$ cat src/rtl/lsu_mem_ctrl.sv
// lsu_mem_ctrl: single-outstanding load/store sequencer in front of data_memory.
// A request is latched in IDLE, drives one ACCESS cycle of memory strobes,
// then waits in RESP until the consumer takes the response.
// Optional build macro: LSU_BOUNDS_CHECK_EN. When defined, requests at or
// above LIMIT_ADDR are faulted: no memory strobe, resp_fault=1, rdata=0 and
// no counter increment.
module lsu_mem_ctrl #(
  parameter int ADDR_W = 8,
  parameter int DATA_W = 8,
  parameter int CNT_W  = 8,
  parameter logic [ADDR_W-1:0] LIMIT_ADDR = 8'hF0
) (
  input  logic              clk,
  input  logic              rst_n,
  input  logic              req_valid,
  output logic              req_ready,
  input  logic              req_we,
  input  logic [ADDR_W-1:0] req_addr,
  input  logic [DATA_W-1:0] req_wdata,
  output logic              resp_valid,
  input  logic              resp_ready,
  output logic [DATA_W-1:0] resp_rdata,
  output logic              resp_fault,
  output logic [ADDR_W-1:0] mem_address,
  output logic [DATA_W-1:0] mem_write_data,
  output logic              mem_write,
  output logic              mem_read,
  input  logic [DATA_W-1:0] mem_read_data,
  output logic              busy,
  output logic [CNT_W-1:0]  load_count,
  output logic [CNT_W-1:0]  store_count
);

`ifdef LSU_BOUNDS_CHECK_EN
  localparam bit BOUNDS_EN = 1'b1;
`else
  localparam bit BOUNDS_EN = 1'b0;
`endif

  typedef enum logic [1:0] {
    IDLE   = 2'd0,
    ACCESS = 2'd1,
    RESP   = 2'd2
  } state_t;

  state_t state_q, state_d;

  logic              we_q;
  logic [ADDR_W-1:0] addr_q;
  logic [DATA_W-1:0] wdata_q;
  logic              fault_q;
  logic              req_fault;
  logic              accept;
  logic              resp_done;

  // Saturating increment: the debug counters stick at all-ones.
  function automatic logic [CNT_W-1:0] sat_inc(input logic [CNT_W-1:0] v);
    if (&v) return v;
    return v + {{(CNT_W-1){1'b0}}, 1'b1};
  endfunction

  // A request is rejected only when the bounds check is compiled in.
  assign req_fault = BOUNDS_EN && (req_addr >= LIMIT_ADDR);

  assign accept    = (state_q == IDLE) && req_valid;
  assign resp_done = (state_q == RESP) && resp_ready;

  // The memory address and write data come straight from the request latch,
  // so they hold their last value once ACCESS is over.
  assign mem_address    = addr_q;
  assign mem_write_data = wdata_q;

  // State register.
  always_ff @(posedge clk or negedge rst_n) begin
    if (!rst_n) state_q <= IDLE;
    else        state_q <= state_d;
  end

  // Next state and handshake/strobe outputs; strobes are decoded from the
  // state register so an asynchronous reset drops them immediately.
  always_comb begin
    state_d    = state_q;
    req_ready  = 1'b0;
    resp_valid = 1'b0;
    mem_write  = 1'b0;
    mem_read   = 1'b0;
    busy       = 1'b1;
    case (state_q)
      IDLE: begin
        req_ready = 1'b1;
        busy      = 1'b0;
        if (req_valid) state_d = ACCESS;
      end
      ACCESS: begin
        mem_write = we_q & ~fault_q;
        mem_read  = ~we_q & ~fault_q;
        state_d   = RESP;
      end
      RESP: begin
        resp_valid = 1'b1;
        if (resp_ready) state_d = IDLE;
      end
      default: begin
        busy    = 1'b0;
        state_d = IDLE;
      end
    endcase
  end

  // Request latch: captured only on acceptance in IDLE.
  always_ff @(posedge clk or negedge rst_n) begin
    if (!rst_n) begin
      we_q    <= 1'b0;
      addr_q  <= '0;
      wdata_q <= '0;
      fault_q <= 1'b0;
    end else if (accept) begin
      we_q    <= req_we;
      addr_q  <= req_addr;
      wdata_q <= req_wdata;
      fault_q <= req_fault;
    end
  end

  // Response capture on the edge leaving ACCESS; held through RESP.
  always_ff @(posedge clk or negedge rst_n) begin
    if (!rst_n) begin
      resp_rdata <= '0;
      resp_fault <= 1'b0;
    end else if (state_q == ACCESS) begin
      resp_rdata <= (!we_q && !fault_q) ? mem_read_data : '0;
      resp_fault <= fault_q;
    end
  end

  // Completed-access counters bump on the response handshake.
  always_ff @(posedge clk or negedge rst_n) begin
    if (!rst_n) begin
      load_count  <= '0;
      store_count <= '0;
    end else if (resp_done && !fault_q) begin
      if (we_q) store_count <= sat_inc(store_count);
      else      load_count  <= sat_inc(load_count);
    end
  end

endmodule

$ cat config.mk
export PLATFORM = sky130hd
export DESIGN_NAME = lsu_mem_ctrl
export DESIGN_NICKNAME = d
export VERILOG_FILES = /design/src/rtl/lsu_mem_ctrl.sv
export SDC_FILE = /design/constraint.sdc
export NUM_CORES = 1
export LEC_CHECK = 0
export CORE_UTILIZATION = 47
export DETAILED_ROUTE_END_ITERATION = 7
export PLACE_DENSITY = 0.85
export SKIP_CTS_REPAIR_TIMING = 1
export SLEW_MARGIN = 20
export SYNTH_ARGS = -nofsm -noshare
export SYNTH_HDL_FRONTEND = slang
export SYNTH_SLANG_ARGS = --single-unit
export TNS_END_PERCENT = 50
$ cat constraint.sdc
create_clock -name clk -period 4.4 [get_ports clk]
set_clock_uncertainty 0.05 [all_clocks]
set_input_delay 0.88 -clock clk [delete_from_list [all_inputs] [get_ports clk]]
set_output_delay 0.88 -clock clk [all_outputs]
set_load 0.02 [all_outputs]
## Word-level counts from Yosys, hierarchy flattened

Cells that the tools add are included.
Widths: inputs -> output; s select.

- Bitwise operators: 1
- Mux-type cells: 17
- Add/subtract/negate cells: 2
- Equality and inequality tests: 6
- Reductions and logical operators: 9

Operators with widths:

| operator | number |
|---|---|
| $mux 8 | 3 |
| $add 8x1->8 const B | 2 |
| $reduce_and 8->1 | 2 |
| $mux 1 | 11 |
| $ne 2x2->1 const B | 4 |
| $pmux 2 s3 | 1 |
| $reduce_and 3->1 | 2 |
| $mux 2 | 2 |
| $eq 2x1->1 const B | 1 |
| $eq 2x2->1 const B | 1 |
| $logic_and 1x1->1 | 2 |
| $logic_not 2->1 | 1 |
| $reduce_and 2->1 | 1 |
| $reduce_or 2->1 | 1 |
| $not 1->1 | 1 |

- Bits of input ports: 29
- Flip-flop bits (word level): 43
- Output and inout bits: 46
- Word-level logic and storage cells: 42

## Logic depth before layout (Yosys ltp)

- Depth after elaboration: 6
- Mapped depth: 6
- Gate-level depth less buffers: 5

## Worst setup path before layout

OpenSTA, ideal clock, no wires.

- Kind: register to output
- Start point: register state_q[1]
- End point: output port mem_read
- Stages on the path, launching flop included: 5
- Required time: 3.470 ns
- Data arrival time: 1.305 ns
- Buffers on the path: 1
- Slack: 2.165 ns
- Path through: dfrtp_1 > inv_1 > ha_1 > buf_2 > nor2b_1

- Word-level cells in the longest chain between the ends: 2

Ends and longest elaborated chain:

| item | RTL line | RTL |
|---|---|---|
| from (decl) | 46 | `state_t state_q, state_d;` |
| from (signal assigned) | 76 | `else state_q <= state_d;` |
| $eq 2x1->1 | 88 | `case (state_q)` |
| $mux 1 | 88 |  |
| to (decl) | 27 | `output logic mem_read,` |

Every way passes these cells.

## Final worst setup path

Ends and elaborated chain as after synthesis.

==> results.md <==
* Arrival time worst endpoint at 2.18 ns
* Seq/Total Area, Yosys at 0.546
* CTS tree: done
* DRC at 0
* Initial antenna violation count at 0
* Via count at 1470
* Vias per cell at 5.29
* Synth cell types at 37
* Crit Path Max Fanout at 17
* Fin. max-slew vios at 0
* Met3 routed WL at 202 um
* Drt first pass iters at 4
* Site Rows at 23
* RSZ-0062 raised after global routing: no
* Number of routed nets with antenna violations at 0
* Status: completed
* Crit. End Element: primary output
* Hold Vio Cnt, Final at 0
* Area Overhead vs Synth at 44.2%
* Place WS at 1.61 ns
* Initial Utilization at 0.492
* Layout cells sized above 1 at 0.193
* Fin crit share at 0.707
* Max Cap Viol at 0
* Syn avg cell area at 13.1 um2
* Worst vdd ir at 0.000409 V
* Critical path class: reg2out
* Final Instance Area at 0.00284 mm2
* Leakage at 0.00124 uW
* Ys Warns at 0
* Highest Signal Layer: met4
* CTS sink count at 43
* Pwr/cell area at 638 mW/mm2
* Initial DRC count at 60
* Final Power at 1810 uW
* Core area at 0.00400 mm2
* First-pass GRT wire length at 6860 um
* Worst Hold Slack at 0.456 ns
* Gpl congestion at 0.759
* Post-Synthesis Cell Area at 0.00197 mm2
* Area leader, netlist: dfrtp_1
* Port buffer count at 73
* Met2 WL at 2140 um
* Overflow after GRT at 0
* Number of CTS-inserted buffers at 5
* GRT Total Usage at 0.212
* Synth area leaders: dfrtp_1 (55%), mux2_2 (11%), ha_1 (3.8%), a31o_2 (3.1%), xor2_1 (2.7%)
* Net Count, Synth at 185
* Worst-margin pin slew at 0.955 ns
* Die ar. at 0.00445 mm2
* Clk pin slew, worst setup/hold paths at 0.07 ns
* CTS root buf: clkbuf_8
* CP Launch Type: register
* Relative slew slack at 0.364
* Min-delay worst type: reg2reg
* Vias in the first global route at 1398
* HPWL after DPL at 3060 um
* Crit path time final at 3.11 ns
* Area after detailed placement at 0.00274 mm2
* Endpoints failing setup at 0
* Routed WL at 4300 um
* Synth top area share at 0.546
* Sum Neg Setup Slack at 0 ns
* Final WS setup at 1.29 ns
* Antenna fix cells at 0
* Met1 WL at 1860 um
* # nets final at 262
* Die Span X at 66.7 um
* F_max at 321 MHz
* IO Pins at 75
* Synthesized flop and latch total at 43
* Clk Latency, worst-skew pair at 0.29 ns
* H-tree Lvls at 2
* CTS max path bufs at 2
* Pin count of the biggest net entering global routing at 44
* WP data required at 3.47 ns
* Cell count after synthesis at 150
* Die H at 66.7 um
* WL per Instance at 15.5 um
## worst paths after layout
kind | depth (start not counted) | slack [ns] | from | endpoint
max | 4 | 1.29 | state_q[1] | mem_read
min | 1 | 0.46 | mem_write_data[4] | mem_write_data[4]
max reg2reg | 4 | 2.57 | state_q[0] | mem_address[2]
min reg2reg | 1 | 0.46 | mem_write_data[4] | mem_write_data[4]
max in group asynchronous | 1 | 3.02 | rst_n | load_count[6]
min in group asynchronous | 1 | 0.68 | rst_n | mem_write_data[5]
## cells in the mapped netlist
cell type  count
a2111oi_0      2
a211oi_1       4
a211oi_2       1
a21o_1         1
a21o_2         1
a21oi_1        2
a31o_2         7
a41oi_1        1
and2_1         1
and2b_2        1
and3_1         2
and4_1         2
buf_2          2
buf_4          1
conb_1         1
dfrtp_1       43
ha_1           6
inv_1          5
mux2_1         1
mux2_2        20
mux2_4         1
mux2i_1        3
nand2_1        7
nand2b_1       2
nand3_1        4
nand3_2        1
nand3b_4       1
nand4_2        1
nor2_1         1
nor2b_1        8
nor3_1         2
nor4b_2        2
o21a_1         1
o21ai_0        2
or3_1          2
xnor2_1        2
xor2_1         6
## cell families after synthesis
group,synth area share
buf+inv,0.0184
simple gates,0.128
other cells,0.00190
fa+ha+maj,0.0381
xor+xnor,0.0356
mux,0.143
flops,0.546
compound gates,0.0883
## worst max-delay path, cell delays in order, from the launching register on
cell and delay (ns):
dfrtp_1 0.40, inv_1 0.11, ha_1 0.51, nor2b_1 0.24, clkdlybuf4s50_1 0.63
## flip-flops by register name, summed over array words and instances, names as in the netlist
register        flops
load_count          8
mem_address         8
mem_write_data      8
resp_rdata          8
state_q             2
store_count         8
we_q                1
## placed cells by master, fill, tap and decap left out, types with 2 or more instances in the layout
| cell | Yosys | routed |
|---|---|---|
| a2111oi_0 | 2 | 2 |
| a211oi_1 | 4 | 4 |
| a21oi_1 | 2 | 2 |
| a31o_2 | 7 | 7 |
| and3_1 | 2 | 2 |
| and4_1 | 2 | 2 |
| clkbuf_8 | 0 | 7 |
| clkdlybuf4s50_1 | 0 | 72 |
| dfrtp_1 | 43 | 43 |
| ha_1 | 6 | 6 |
| inv_1 | 5 | 5 |
| mux2_2 | 20 | 20 |
| mux2i_1 | 3 | 3 |
| nand2_1 | 7 | 7 |
| nand2b_1 | 2 | 2 |
| nand3_1 | 4 | 4 |
| nor2b_1 | 8 | 8 |
| nor3_1 | 2 | 2 |
| nor4b_2 | 2 | 2 |
| o21ai_0 | 2 | 2 |
| or3_1 | 2 | 2 |
| xnor2_1 | 2 | 2 |
| xor2_1 | 6 | 6 |
## routing by layer
| metal | up-vias | track usage |
|---|---|---|
| met4 | 0 | 0.0878 |
| met5 | - | 0 |
| met1 | 731 | 0.262 |
| met2 | 39 | 0.346 |
| met3 | 9 | 0.0616 |
| li1 | 691 | - |
## cell type report
| type | instances | area [um2] |
|---|---|---|
| clock buffer | 8 | 100 |
| fill | 295 | 1160 |
| inverter | 5 | 18.8 |
| multi-input combinational | 99 | 857 |
| sequential | 43 | 1080 |
| tap | 50 | 62.6 |
| timing repair buffer | 73 | 726 |
## per-stage QoR
step | std cells | utilization
2_1_floorplan | 150 | -
3_3_place_gp | 270 | 0.685
3_5_place_dp | 270 | 0.685
4_1_cts | 278 | 0.710
5_1_grt | 278 | 0.710
6_report | 278 | 0.710
## where the power goes
group / leakage, uW / switching [uW] / internal, uW
registers: 0.000544 / 108 / 540
clock network: 0.0000515 / 126 / 143
logic: 0.000642 / 430 / 465
Power figures use the tool's default switching activity.
